## src/rtl/adder_share_arbiter.sv

```systemverilog
`default_nettype none
// +-----------------------------------------------------------------------------------+
// | adder_share_arbiter: one WIDTH-bit adder shared round-robin by N_REQ requesters,  |
// | result held in a one-entry slot. Option macro ADDER_SHARE_SAT_EN = saturating add.|
// | Revision: 1.0                                                                      |
// +-----------------------------------------------------------------------------------+
module adder_share_arbiter #(
  parameter  int N_REQ = 4,
  parameter  int WIDTH = 32,
  localparam int IDW   = $clog2(N_REQ)
) (
  input  logic               clk,
  input  logic               rstN,
  input  logic [N_REQ-1:0]       req_valid,
  output logic [N_REQ-1:0]       req_ready,
  input  logic [N_REQ*WIDTH-1:0] req_a,
  input  logic [N_REQ*WIDTH-1:0] req_b,
  output logic                   rsp_valid,
  input  logic                   rsp_ready,
  output logic [IDW-1:0]         rsp_id,
  output logic [WIDTH-1:0]       rsp_sum,
  output logic                   rsp_co
);

  typedef enum logic [0:0] {
    EMPTY = 1'b0,
    FULL  = 1'b1
  } state_e;

  state_e           state_q, state_d;
  logic [IDW-1:0]   rr_ptr_q;
  logic [IDW-1:0]   rsp_id_q;
  logic [WIDTH-1:0] rsp_sum_q;
  logic             rsp_co_q;

  logic             grant_ok_w;
  logic             grant_found_w;
  logic             grant_w;
  logic [IDW-1:0]   grant_id_w;
  logic [WIDTH-1:0] op_a_w, op_b_w;
  logic [WIDTH:0]   raw_sum_w;
  logic [WIDTH-1:0] sum_d;
  logic             co_d;

  // Walk offsets from highest to lowest so the requester nearest rr_ptr is the last to overwrite.
  always_comb begin
    int idx;
    idx           = 0;
    grant_found_w = 1'b0;
    grant_id_w    = '0;
    for (int k = N_REQ - 1; k >= 0; k--) begin
      idx = int'(rr_ptr_q) + k;
      if (idx >= N_REQ) idx = idx - N_REQ;
      if (req_valid[idx]) begin
        grant_found_w = 1'b1;
        grant_id_w    = IDW'(idx);
      end
    end
  end

  assign grant_ok_w = rstN && ((state_q == EMPTY) || rsp_ready);
  assign grant_w    = grant_ok_w && grant_found_w;

  always_comb begin
    req_ready             = '0;
    req_ready[grant_id_w] = grant_w;
  end

  assign op_a_w    = req_a[grant_id_w*WIDTH +: WIDTH];
  assign op_b_w    = req_b[grant_id_w*WIDTH +: WIDTH];
  assign raw_sum_w = {1'b0, op_a_w} + {1'b0, op_b_w};

`ifdef ADDER_SHARE_SAT_EN
  assign sum_d = raw_sum_w[WIDTH] ? {WIDTH{1'b1}} : raw_sum_w[WIDTH-1:0];
  assign co_d  = raw_sum_w[WIDTH];
`else
  assign sum_d = raw_sum_w[WIDTH-1:0];
  assign co_d  = raw_sum_w[WIDTH];
`endif

  always_comb begin
    state_d = state_q;
    case (state_q)
      EMPTY:   if (grant_w) state_d = FULL;
      FULL:    if (rsp_ready && !grant_w) state_d = EMPTY;
      default: state_d = EMPTY;
    endcase
  end

  always_ff @(posedge clk or negedge rstN) begin
    if (!rstN) begin
      state_q   <= EMPTY;
      rr_ptr_q  <= '0;
      rsp_id_q  <= '0;
      rsp_sum_q <= '0;
      rsp_co_q  <= 1'b0;
    end else begin
      state_q <= state_d;
      if (grant_w) begin
        rsp_sum_q <= sum_d;
        rsp_co_q  <= co_d;
        rsp_id_q  <= grant_id_w;
        rr_ptr_q  <= (grant_id_w == IDW'(N_REQ - 1)) ? '0 : grant_id_w + 1'b1;
      end
    end
  end

  assign rsp_valid = (state_q == FULL);
  assign rsp_id    = rsp_id_q;
  assign rsp_sum   = rsp_sum_q;
  assign rsp_co    = rsp_co_q;

endmodule
`default_nettype wire

```

## config.mk

```make
export PLATFORM = sky130hd
export DESIGN_NAME = adder_share_arbiter
export DESIGN_NICKNAME = d
export VERILOG_FILES = /design/src/rtl/adder_share_arbiter.sv
export SDC_FILE = /design/constraint.sdc
export NUM_CORES = 1
export LEC_CHECK = 0
export CAP_MARGIN = 20
export CELL_PAD_IN_SITES_DETAIL_PLACEMENT = 1
export CELL_PAD_IN_SITES_GLOBAL_PLACEMENT = 1
export CORE_UTILIZATION = 26
export CTS_BUF_LIST = sky130_fd_sc_hd__clkbuf_4
export DETAILED_ROUTE_END_ITERATION = 10
export PLACE_DENSITY_LB_ADDON = 0.1
export SLEW_MARGIN = 0
export SYNTH_ARGS = -nofsm -noshare
export SYNTH_HDL_FRONTEND = slang
export SYNTH_SLANG_ARGS = --single-unit
```

## constraint.sdc

```tcl
create_clock -name clk -period 4.2 [get_ports clk]
set_input_delay 1.26 -clock clk [delete_from_list [all_inputs] [get_ports clk]]
set_output_delay 1.26 -clock clk [all_outputs]
set_load 0.02 [all_outputs]
```

## Word level (Yosys, flattened, before mapping)

Index checks and enable logic that the tools add are counted.

| word-level totals | value |
|---|---|
| bits of input ports | 263 |
| output and inout port bits | 40 |
| flip-flop bits (word level) | 38 |

| cells by class | value |
|---|---|
| $add $sub $neg | 9 |
| shift operators | 2 |
| bitwise operators | 2 |
| muxes and demuxes | 30 |
| order comparisons | 10 |
| equal/unequal tests | 1 |
| reductions and logical operators | 6 |

Operators with widths:

| cell | number |
|---|---|
| 128-bit by 8-bit indexed part select with 32-bit output | 2 |
| 32-bit by 4-bit < comparator with 1-bit output (second input constant) | 4 |
| 32-bit 2-to-1 mux | 4 |
| 32-bit by 32-bit adder with 33-bit output | 1 |
| 1-bit 2-to-1 mux | 15 |
| 3-bit by 3-bit subtractor with 4-bit output (second input constant) | 3 |
| 2-bit 2-to-1 mux | 5 |
| 3-bit greater-or-equal comparator (second input constant) | 3 |
| 1-bit binary-select mux with 2-bit select | 4 |
| 2-bit by 2-bit adder with 3-bit output (second input constant) | 2 |
| 4-bit bitwise AND | 1 |
| 1-bit logical AND | 4 |
| 2-bit by 3-bit subtractor with 4-bit output (second input constant) | 1 |
| 2-bit by 1-bit adder with 3-bit output (second input constant) | 1 |
| 2-bit by 3-bit greater-or-equal comparator with 1-bit output (second input constant) | 1 |
| 2-bit by 3-bit < comparator with 1-bit output (second input constant) | 1 |
| 2-bit by 1-bit adder with 2-bit output (second input constant) | 1 |
| 1-bit demux with 2-bit select | 1 |
| 2-bit equality test (second input constant) | 1 |
| 2-bit by 1-bit greater-or-equal comparator with 1-bit output (second input constant) | 1 |
| 1-bit case mux with 2 select lines | 1 |
| 1-bit zero test | 1 |
| 1-bit logical OR | 1 |
| 1-bit inverter | 1 |

## Depth between registers and ports, before layout

Gate-level depths: netlist of run 1.

| depth | value |
|---|---|
| depth after elaboration | 15 |
| depth in mapped cells | 19 |
| depth with buffers taken out | 17 |

## Least setup slack after synthesis of run 1

OpenSTA, ideal clock, no wires.

| path | value |
|---|---|
| path kind | input -> register |
| start point | in req_valid[0] |
| end point | reg rsp_sum_q[24] (netlist: rsp_sum[24]) |
| stages on the path | 19 |
| arrival | 4.740 ns |
| path slack | -0.670 ns |
| path through | nor2b_1 a21oi_1 nor2_1 a211oi_2 inv_1 clkbuf_1 clkbuf_1 nand2_1 and3_1 a31oi_1 ha_1 fa_1 a21o_1 a221o_2 a31o_2 a21o_1 a311o_1 xnor2_1 o21ai_1 |

| between the ends | value |
|---|---|
| cells in the longest elaborated chain, start to end | 9 |
| elaborated cells between the ends (all ways) | 24 |
| those cells by class | 1 x add/sub; 2 x shift; 20 x mux; 1 x reduce/logical |

Ends and longest elaborated chain:

| what | line | RTL |
|---|---|---|
| start, declared | 14 | `input logic [N_REQ-1:0] req_valid,` |
| 1-bit binary-select mux with 2-bit select | 54 | `if (req_valid[idx]) begin` |
| 1-bit 2-to-1 mux (not written as such) (2 in a row) | 54 |  |
| 2-bit 2-to-1 mux (4 in a row) | 54 |  |
| 128-bit by 8-bit indexed part select with 32-bit output (on tied branches) | 69, 70 |  |
| 32-bit by 32-bit adder with 33-bit output | 71 | `assign raw_sum_w = {1'b0, op_a_w} + {1'b0, op_b_w};` |
| end signal, assigned | 100 | `rsp_sum_q <= sum_d;` |
| end, declared | 33 | `logic [WIDTH-1:0] rsp_sum_q;` |

Several ways; a longest one is shown, not always the timed one. The select of a mux whose other input is x is not followed.
A chain may end at the register's enable or synchronous reset.

## Worst setup path in the final report of run 1

Ends and elaborated chain as after synthesis.

==> results of run 1 <==
[critical path: stages]
cell	delay, ns
buf_6	0.10
nor2b_4	0.12
a21oi_2	0.12
nor2_2	0.06
a211oi_4	0.21
buf_12	0.18
buf_4	0.18
buf_12	0.16
nand2_1	0.06
and3_1	0.15
a31oi_1	0.25
ha_1	0.33
nand2_1	0.16
o21ai_0	0.18
o21ai_0	0.32
a311oi_1	0.15
a311o_2	0.45
xnor2_2	0.15
o21ai_1	0.07
[logic make-up (layout without fill, tap and decap cells)]
family	after synthesis	in the layout	synth area share
AO/OA/AOI/OAI	210	210	0.253
AND/OR/NAND/NOR	457	457	0.378
buffers and inverters	81	510	0.0592
flip-flops	38	38	0.180
multiplexers	2	2	0.00379
other	0	4	0
adder cells (fa/ha/maj)	37	37	0.0890
XOR/XNOR	22	22	0.0365
[metrics by stage]
step / setup slack, ns / TNS (ns)
floorplan: -0.490 / -3.85
global placement: -1.06 / -23.75
detailed placement: -1.06 / -26.52
CTS: -0.249 / -2.36
global route: -0.389 / -4.00
finish: -0.248 / -1.82
[placed cells by master, fill, tap and decap left out, drive strengths merged, types with 12 or more instances in the layout]
master         netlist  final
a21o                13     13
a21oi               42     42
a31oi               68     68
and3                70     70
buf                 11    191
clkdlybuf4s50        0    293
dfrtp               38     38
ha                  36     36
inv                 15     15
nand2              321    321
nand3               12     12
nor2                16     16
o21ai               37     37
xnor2               12     12
[sequential cells by signal, indices dropped and copies added (netlist names)]
| signal | cells |
|---|---|
| rsp_co | 1 |
| rr_ptr_q | 2 |
| rsp_valid | 1 |
| rsp_sum | 32 |
| rsp_id | 2 |
[cell type report]
type | count | area [um2]
Tap cell | 265 | 332
Clock buffer | 7 | 52.6
Inverter | 15 | 66.3
Timing Repair Buffer | 488 | 4580
Fill cell | 2454 | 9070
Sequential cell | 38 | 951
Antenna cell | 4 | 10.0
Multi-Input combinational cell | 728 | 4660
[power groups by stage]
stage                     Combinational (mW)  Clock (mW)  Sequential (mW)
after floorplan                         3.70           0            0.849
after global placement                  7.34           0            0.662
after detailed placement                7.51           0            0.666
after CTS                               8.03       0.203            0.663
after global routing                    9.52       0.214            0.682
final                                   8.84       0.192            0.660
[metal layers]
| metal | global-route usage | vias to the layer above | routed length, um |
|---|---|---|---|
| met3 | 0.0437 | 26 | 1520 |
| met5 | 0 | - | 0 |
| li1 | - | 3827 | - |
| met4 | 0.0598 | 0 | 479 |
| met2 | 0.461 | 202 | 14300 |
| met1 | 0.339 | 3630 | 12400 |
[how the worst max path moves through the flow]
stage / start / end / slack [ns] / cells past startpoint
CTS: req_valid[0] / rsp_sum[24] / -0.25 / 19
global placement: req_valid[0] / rsp_sum[30] / -1.06 / 22
detailed placement: req_valid[0] / rsp_sum[30] / -1.06 / 22
finish: req_valid[0] / rsp_sum[24] / -0.25 / 19
global route: req_valid[0] / rsp_sum[24] / -0.39 / 19
floorplan: req_valid[0] / rsp_sum[24] / -0.49 / 19
[what timing repair did]
| item | 4_1_cts | 5_1_grt |
|---|---|---|
| buffers inserted | 4 | 9 |
| hold buffers | 0 | 0 |
| gates cloned | 0 | 1 |
| pin swaps | 29 | 29 |
| gates resized for setup | 98 | 61 |
| endpoints found under the setup margin | 31 | 27 |
==> impl_metrics.toml, run 1 <==
[critical_path]
timing.rr.end = "rsp_sum[24]"
required_ns = 4.42
startpoint_type = "input pin"
reg2reg_slack_ns = 0.32
cp_max_fo = 22
reg2reg_depth = 18
critPathKind = "in2reg"
arrival_ns = 4.67
end_kind = "flop"
timing.rr.start = "rr_ptr_q[0]"

[drt]
vias = 7685
finalWirelength_um = 28700
via_per_inst = 4.97
drt_iter0_markers = 244
dr.pass1.iters = 4
drc = 0
wire_per_inst_um = 18.6
ant_nets = 0

[cts]
h-tree-depth = 2
clock_latency_ns = 0.35
cts_buffer_depth = 2
cts_buffers = 5
clock-root-buffer = "clkbuf_4"
cts_sinks = 38
cts_tree = "done"
clk_transition_reported_paths_ns = 0.11

[finish]
drive_gt1_frac = 0.234
fin_area_um2 = 10600
area_delta_synth_final_pct = 101
fin_nets = 1576
fin_cells = 1545
utilization = 0.540

[die]
start_util = 0.268
core-area_um2 = 19700
rows = 51
die_w_um = 145
pin_count = 303
die_area_um2 = 20900
die-height_um = 145

[pwr]
leakagePower_nw = 4.76
total_power_mw = 9.69
powerDensity_nw_per_um2 = 910
clockPowerShare = 0.020
internal_power_mw = 5.00
sw_frac_of_total = 0.485
p_switching_mw = 4.70
pwr-share-comb = 0.912
p_seq_frac = 0.068
ir_worst_vdd_uv = 306

[synth]
syn_area_um2 = 5290
syn_inst = 847
ys_types = 52
synth_edf_count = 0
synth-seq-cells = 38
synthTopCellsByArea = "nand2_1 (23%), dfrtp_1 (18%), ha_1 (8.5%)"
synth_area_per_cell_um2 = 6.24
synth.net_count = 1147
yosysSeqAreaShare = 0.180
synthFlopType = "dfrtp_1"
yosysWarnings = 0
synthMostInstantiatedCell = "nand2_1"
async_reset_ff_frac = 1.00
synth_top_area_cell = "nand2_1"
synth_top_cell_area_share = 0.228
synth_common_cells = "nand2_1 (321), and3_1 (70), a31oi_1 (68)"

[sta]
clock_skew_ns = 0.0105
drv_slew = 0
grt_setup_unrepaired = "true"
fmaxAchievable_mhz = 225
relSlewSlack = 0.677
setup_viol = 16
setup_slack_ns = -0.248
period_share = 1.06
period_minus_slack_ns = 4.45
holdWs_ns = 0.486
tightest_slew_ns = 0.484
hold_viol_final = 0

[run_status]
status = "finished, violations left"
violations = "setup timing"

[grt]
grt_pass1_wl_um = 42200
grt_pass1_vias = 7899
antenna_found_initial = 3
grt_max_degree = 54
grt_overflow_total = 0
grt_usage = 0.265

[worst_hold_path]
holdPathEnd = "rsp_sum[1]"
min_path_type = "reg2reg"
hold_start = "rsp_sum[1]"
hold_depth = 2

[placed_design]
io_buffer_count = 302
dp.cells = 1521
dp_hpwl_um = 24000
placed_area_um2 = 9850
place.gp.congestion = 0.853

[flow_run]
maxCapViolCount = 0
No activity file was read; power rests on OpenSTA's default activity.
==> run 2, diff against run 1 <==
--- a/config.mk
+++ b/config.mk
@@ -8,7 +8,7 @@
 export CAP_MARGIN = 20
 export CELL_PAD_IN_SITES_DETAIL_PLACEMENT = 1
 export CELL_PAD_IN_SITES_GLOBAL_PLACEMENT = 1
-export CORE_UTILIZATION = 26
+export CORE_UTILIZATION = 28
 export CTS_BUF_LIST = sky130_fd_sc_hd__clkbuf_4
 export DETAILED_ROUTE_END_ITERATION = 10
 export PLACE_DENSITY_LB_ADDON = 0.1
==> constraint.sdc (replaced) <==
create_clock -name clk -period 5.4 [get_ports clk]
set_input_delay 1.62 -clock clk [delete_from_list [all_inputs] [get_ports clk]]
set_output_delay 1.62 -clock clk [all_outputs]
set_load 0.02 [all_outputs]
==> run 2 against run 1 <==
  * The run ends with DRC left
  * Sequential share of layout area grew 1.1 points
  * Sequential cell count is the same
  * Largest power group unchanged
  * Cell count shrank 6.1%
  * Highest routed layer unchanged
  * Routed wire length shrank 7.9%
  * Critical endpoint is now req_ready[2]
==> impl_metrics.toml, run 2 (synthesis gave the netlist of run 1 again) <==
[drt]
drc = 1
drt_iter0_markers = 358
via_per_inst = 5.13
dr.pass1.iters = 9
ant_nets = 0
vias = 7435
finalWirelength_um = 26500
wire_per_inst_um = 18.2

[critical_path]
cp_num_buf_inv = 6
required_ns = 3.78
cp_slowest_cell = "clkdlybuf4s50_1"
cp_max_fo = 13
path_delay_family = "buffers and inverters"
crit_path_max_incr_delay_ns = 0.47
worstPathCellList = "clkdlybuf4s50_1, inv_1, o22ai_2, a211oi_4, buf_12, inv_6, buf_4, ha_1, and2_1, dlygate4sd2_1"
cp.depth = 10
reg2reg_depth = 18
critPathKind = "in2out"
arrival_ns = 3.65
startpoint_type = "input pin"
reg2reg_slack_ns = 1.45
end_kind = "output pin"
timing.rr.start = "rr_ptr_q[0]"
timing.rr.end = "rsp_sum[24]"

[finish]
nFillCells = 2313
fin_area_um2 = 9500
layout_commonest_cell = "nand2_1"
fin_nets = 1521
area_delta_synth_final_pct = 79.7
drive_gt1_frac = 0.129
fin_cells = 1450
largest_reg_flops = 32
layout_common_cells = "nand2_1 (321), clkdlybuf4s50_1 (295), buf_4 (122)"
utilization = 0.522

[sta]
fmaxAchievable_mhz = 190
hold_viol_final = 0
setup_slack_ns = 0.131
period_share = 0.976
setup_viol = 0
drv_slew = 0
period_minus_slack_ns = 5.27
clock_skew_ns = 0.00568
relSlewSlack = 0.661
tightest_slew_ns = 0.509
grt_setup_unrepaired = "false"
holdWs_ns = 0.488

[cts]
cts_buffer_depth = 2
cts_buffers = 5
h-tree-depth = 2
cts_sinks = 38
clk_transition_reported_paths_ns = 0.11
clock-root-buffer = "clkbuf_4"
cts_tree = "done"
clock_latency_ns = 0.35
cts_setup_buffers = 0

[worst_hold_path]
hold_start = "rsp_sum[1]"
min_path_type = "reg2reg"
hold_depth = 2
holdPathEnd = "rsp_sum[1]"

[run_status]
violations = "DRC"
status = "finished, violations left"

[placed_design]
dp_slack_ns = -0.361
place.gp.congestion = 0.921
io_buffer_count = 302
dp.cells = 1443
placed_area_um2 = 9410
dp_hpwl_um = 22900

[pwr]
leakagePower_nw = 4.36
ir_worst_vdd_uv = 205
powerDensity_nw_per_um2 = 656

[die]
pin_count = 303
start_util = 0.290
core-area_um2 = 18200
die_w_um = 139
die_area_um2 = 19400
die-height_um = 139
rows = 49

[grt]
antenna_found_initial = 2
grt_usage = 0.269
grt_max_degree = 48
grt_pass1_vias = 7718
grt_pass1_wl_um = 41200
grt_overflow_total = 0

[flow_run]
maxCapViolCount = 0
run 2: changes by cell type in the layout (fill, tap and decap cells not counted), moves of 8 or more:
cell and change:
a21oi_1 +16, a21oi_2 -14, a31oi_1 +17, a31oi_2 -10, buf_4 -42, ha_1 +9, ha_4 -8, o21ai_0 +8
run 2: how the worst max path moves through the flow:
| stage | start | end | slack [ns] |
|---|---|---|---|
| 2_1_floorplan | req_valid[0] | rsp_sum[24] | 0.17 |
| 3_3_place_gp | req_valid[0] | rsp_sum[21] | -0.21 |
| 3_5_place_dp | req_valid[0] | rsp_sum[21] | -0.36 |
| 4_1_cts | req_valid[0] | req_ready[2] | 0.05 |
| 5_1_grt | req_valid[2] | rsp_sum[24] | 0.007 |
| 6_report | req_valid[2] | req_ready[2] | 0.13 |
run 2: per-stage QoR:
stage / power (mW) / setup TNS (ns)
6_report: 6.23 / 0
5_1_grt: 6.79 / 0
4_1_cts: 6.19 / 0
3_5_place_dp: 6.02 / -4.75
3_3_place_gp: 5.90 / -2.57
2_1_floorplan: 3.50 / 0
run 2: cell type report:
cell class	count	area, um2	area share
Antenna cell	1	2.50	0.000263
Clock buffer	5	37.5	0.00395
Clock inverter	1	3.75	0.000395
Inverter	15	61.3	0.00646
Multi-Input combinational cell	728	4080	0.429
Sequential cell	38	951	0.100
Tap cell	229	287	0.0302
Timing Repair Buffer	433	4080	0.429
run 2: repair_timing:
item	in CTS	in global routing
resized for setup	5	17
pin swaps	1	3
hold buffers	0	0
setup endpoints to repair	5	18
run 2: report_power, final:
part | switching [mW] | total (mW) | internal (mW)
clock | 0.0894 | 0.134 | 0.0445
sequential | 0.0857 | 0.513 | 0.427
combinational | 2.93 | 5.59 | 2.65
total | 3.11 | 6.23 | 3.13
run 2: tightest hold or removal path, stage by stage, from the launching register on:
cell	delay, ns
dfrtp_1	0.36
nand2_1	0.05
nand2_1	0.05
run 2: per-layer routing:
metal / up-vias / global-route usage / wire length (um)
li1: 3705 / - / -
met1: 3501 / 0.357 / 12100
met2: 210 / 0.460 / 12600
met3: 19 / 0.0420 / 1420
met4: 0 / 0.0520 / 306
met5: - / 0 / 0
==> run 3, diff against run 2 <==
--- a/config.mk
+++ b/config.mk
@@ -12,6 +12,7 @@
 export CTS_BUF_LIST = sky130_fd_sc_hd__clkbuf_4
 export DETAILED_ROUTE_END_ITERATION = 10
 export PLACE_DENSITY_LB_ADDON = 0.1
+export RECOVER_POWER = 50
 export SLEW_MARGIN = 0
 export SYNTH_ARGS = -nofsm -noshare
 export SYNTH_HDL_FRONTEND = slang
==> run 3 against run 2 <==
  * The run ends with DRC, capacitance limit, slew limit left
  * Critical path depth unchanged
  * Combinational power about the same
  * Cell area about the same
  * Clock-buffer cell count unchanged
  * Cell count unchanged
  * Critical path type unchanged
  * Power decreased by 0.44%
  * Critical endpoint unchanged
  * Via count about the same
  * Fmax about the same
==> impl_metrics.toml, run 3 (synthesis gave the netlist of run 1 again) <==
[pwr]
sw_frac_of_total = 0.500
internal_power_mw = 3.10
leakagePower_nw = 4.37
p_seq_frac = 0.082
powerDensity_nw_per_um2 = 654
pwr-share-comb = 0.896
ir_worst_vdd_uv = 205
p_switching_mw = 3.10
clockPowerShare = 0.022

[die]
start_util = 0.290
pin_count = 303
die-height_um = 139
rows = 49
die_area_um2 = 19400
die_w_um = 139
core-area_um2 = 18200

[finish]
largest_reg_flops = 32
layout_commonest_cell = "nand2_1"
area_delta_synth_final_pct = 79.5
nFillCells = 2314
layout_common_cells = "nand2_1 (321), clkdlybuf4s50_1 (276), buf_4 (120)"
fin_nets = 1521
drive_gt1_frac = 0.126
fin_area_um2 = 9490
utilization = 0.521

[drt]
dr.pass1.iters = 9
drc = 1
finalWirelength_um = 26400
ant_nets = 0
drt_iter0_markers = 358
vias = 7428
via_per_inst = 5.12
wire_per_inst_um = 18.2

[cts]
cts_buffers = 5
h-tree-depth = 2
cts_tree = "done"
cts_buffer_depth = 2
cts_sinks = 38
clock_latency_ns = 0.35
clock-root-buffer = "clkbuf_4"
clk_transition_reported_paths_ns = 0.11

[run_status]
status = "finished, violations left"
violations = "DRC, capacitance limit, slew limit"

[sta]
period_minus_slack_ns = 5.27
setup_viol = 0
period_share = 0.976
drv_slew = 39
fmaxAchievable_mhz = 190
relSlewSlack = -0.366
hold_viol_final = 0
clock_skew_ns = 0.00563
final.setup.tns_ns = 0
grt_setup_unrepaired = "false"
tightest_slew_ns = 2.05

[critical_path]
end_kind = "output pin"
critPathKind = "in2out"
timing.rr.start = "rr_ptr_q[0]"
reg2reg_depth = 18
required_ns = 3.78
startpoint_type = "input pin"
arrival_ns = 3.65
reg2reg_slack_ns = 1.45
timing.rr.end = "rsp_sum[24]"
cp_max_fo = 13

[worst_hold_path]
holdPathEnd = "rsp_sum[1]"
min_path_type = "reg2reg"
hold_depth = 2
hold_start = "rsp_sum[1]"

[grt]
grt_max_degree = 48
antenna_found_initial = 2
grt_pass1_wl_um = 41200
grt_pass1_vias = 7718
grt_usage = 0.269
grt_overflow_total = 0

[flow_run]
maxCapViolCount = 1

[placed_design]
dp_hpwl_um = 22900
placed_area_um2 = 9410
io_buffer_count = 302
place.gp.congestion = 0.921
-- run 3: changes by cell type in the layout (fill, tap and decap cells not counted) --
cell | previous run | this run
clkbuf_1 | 0 | 3
buf_4 | 122 | 120
buf_2 | 1 | 0
clkdlybuf4s50_1 | 295 | 276
dlygate4sd3_1 | 0 | 19
-- run 3: final cells by class --
class                   instances  area (um2)  share of cell area
multi-input cells             728        4080               0.430
flip-flops and latches         38         951               0.100
clock inverters                 1        3.75            0.000396
diodes                          1        2.50            0.000264
clock buffers                   5        37.5             0.00396
inverters                      15        61.3             0.00646
repair buffers                433        4070               0.429
well taps                     229         287              0.0302
-- run 3: repair_timing --
item,in CTS,in global routing
setup buffers,0,0
resized for setup,5,17
pin swaps,1,3
setup endpoints to repair,5,18
hold buffers,0,0
-- run 3: through the flow --
step	instances	setup WS (ns)	total power, mW	hold slack (ns)
3_5_place_dp	1443	-0.361	6.02	0.469
5_1_grt	1450	0.00718	6.77	0.520
6_report	1450	0.131	6.20	0.482
2_1_floorplan	847	0.170	3.50	0.494
3_3_place_gp	1443	-0.214	5.90	0.459
4_1_cts	1449	0.0458	6.19	0.495
-- run 3: critical path, stage by stage --
cell	delay (ns)
clkdlybuf4s50_1	0.47
inv_1	0.11
o22ai_2	0.10
a211oi_4	0.31
buf_12	0.17
inv_6	0.07
buf_4	0.16
ha_1	0.18
and2_1	0.13
dlygate4sd2_1	0.31
-- run 3: metal layers --
layer	vias to the layer above	GRT usage	wire, um
met5	-	0	0
met4	0	0.0520	299
met3	17	0.0420	1410
met2	208	0.460	12600
met1	3496	0.357	12100
li1	3707	-	-
-- run 3: worst max path at each step --
| stage | start | to | slack [ns] |
|---|---|---|---|
| 2_1_floorplan | req_valid[0] | rsp_sum[24] | 0.17 |
| 5_1_grt | req_valid[2] | rsp_sum[24] | 0.007 |
| 3_5_place_dp | req_valid[0] | rsp_sum[21] | -0.36 |
| 6_report | req_valid[2] | req_ready[2] | 0.13 |
| 4_1_cts | req_valid[0] | req_ready[2] | 0.05 |
| 3_3_place_gp | req_valid[0] | rsp_sum[21] | -0.21 |
-- run 3: power by group through the flow --
| stage | sequential, mW | combinational [mW] | clock [mW] |
|---|---|---|---|
| finish | 0.510 | 5.56 | 0.134 |
| CTS | 0.514 | 5.54 | 0.142 |
| global route | 0.528 | 6.09 | 0.146 |
| floorplan | 0.659 | 2.84 | 0 |
| detailed placement | 0.520 | 5.50 | 0 |
| global placement | 0.515 | 5.39 | 0 |
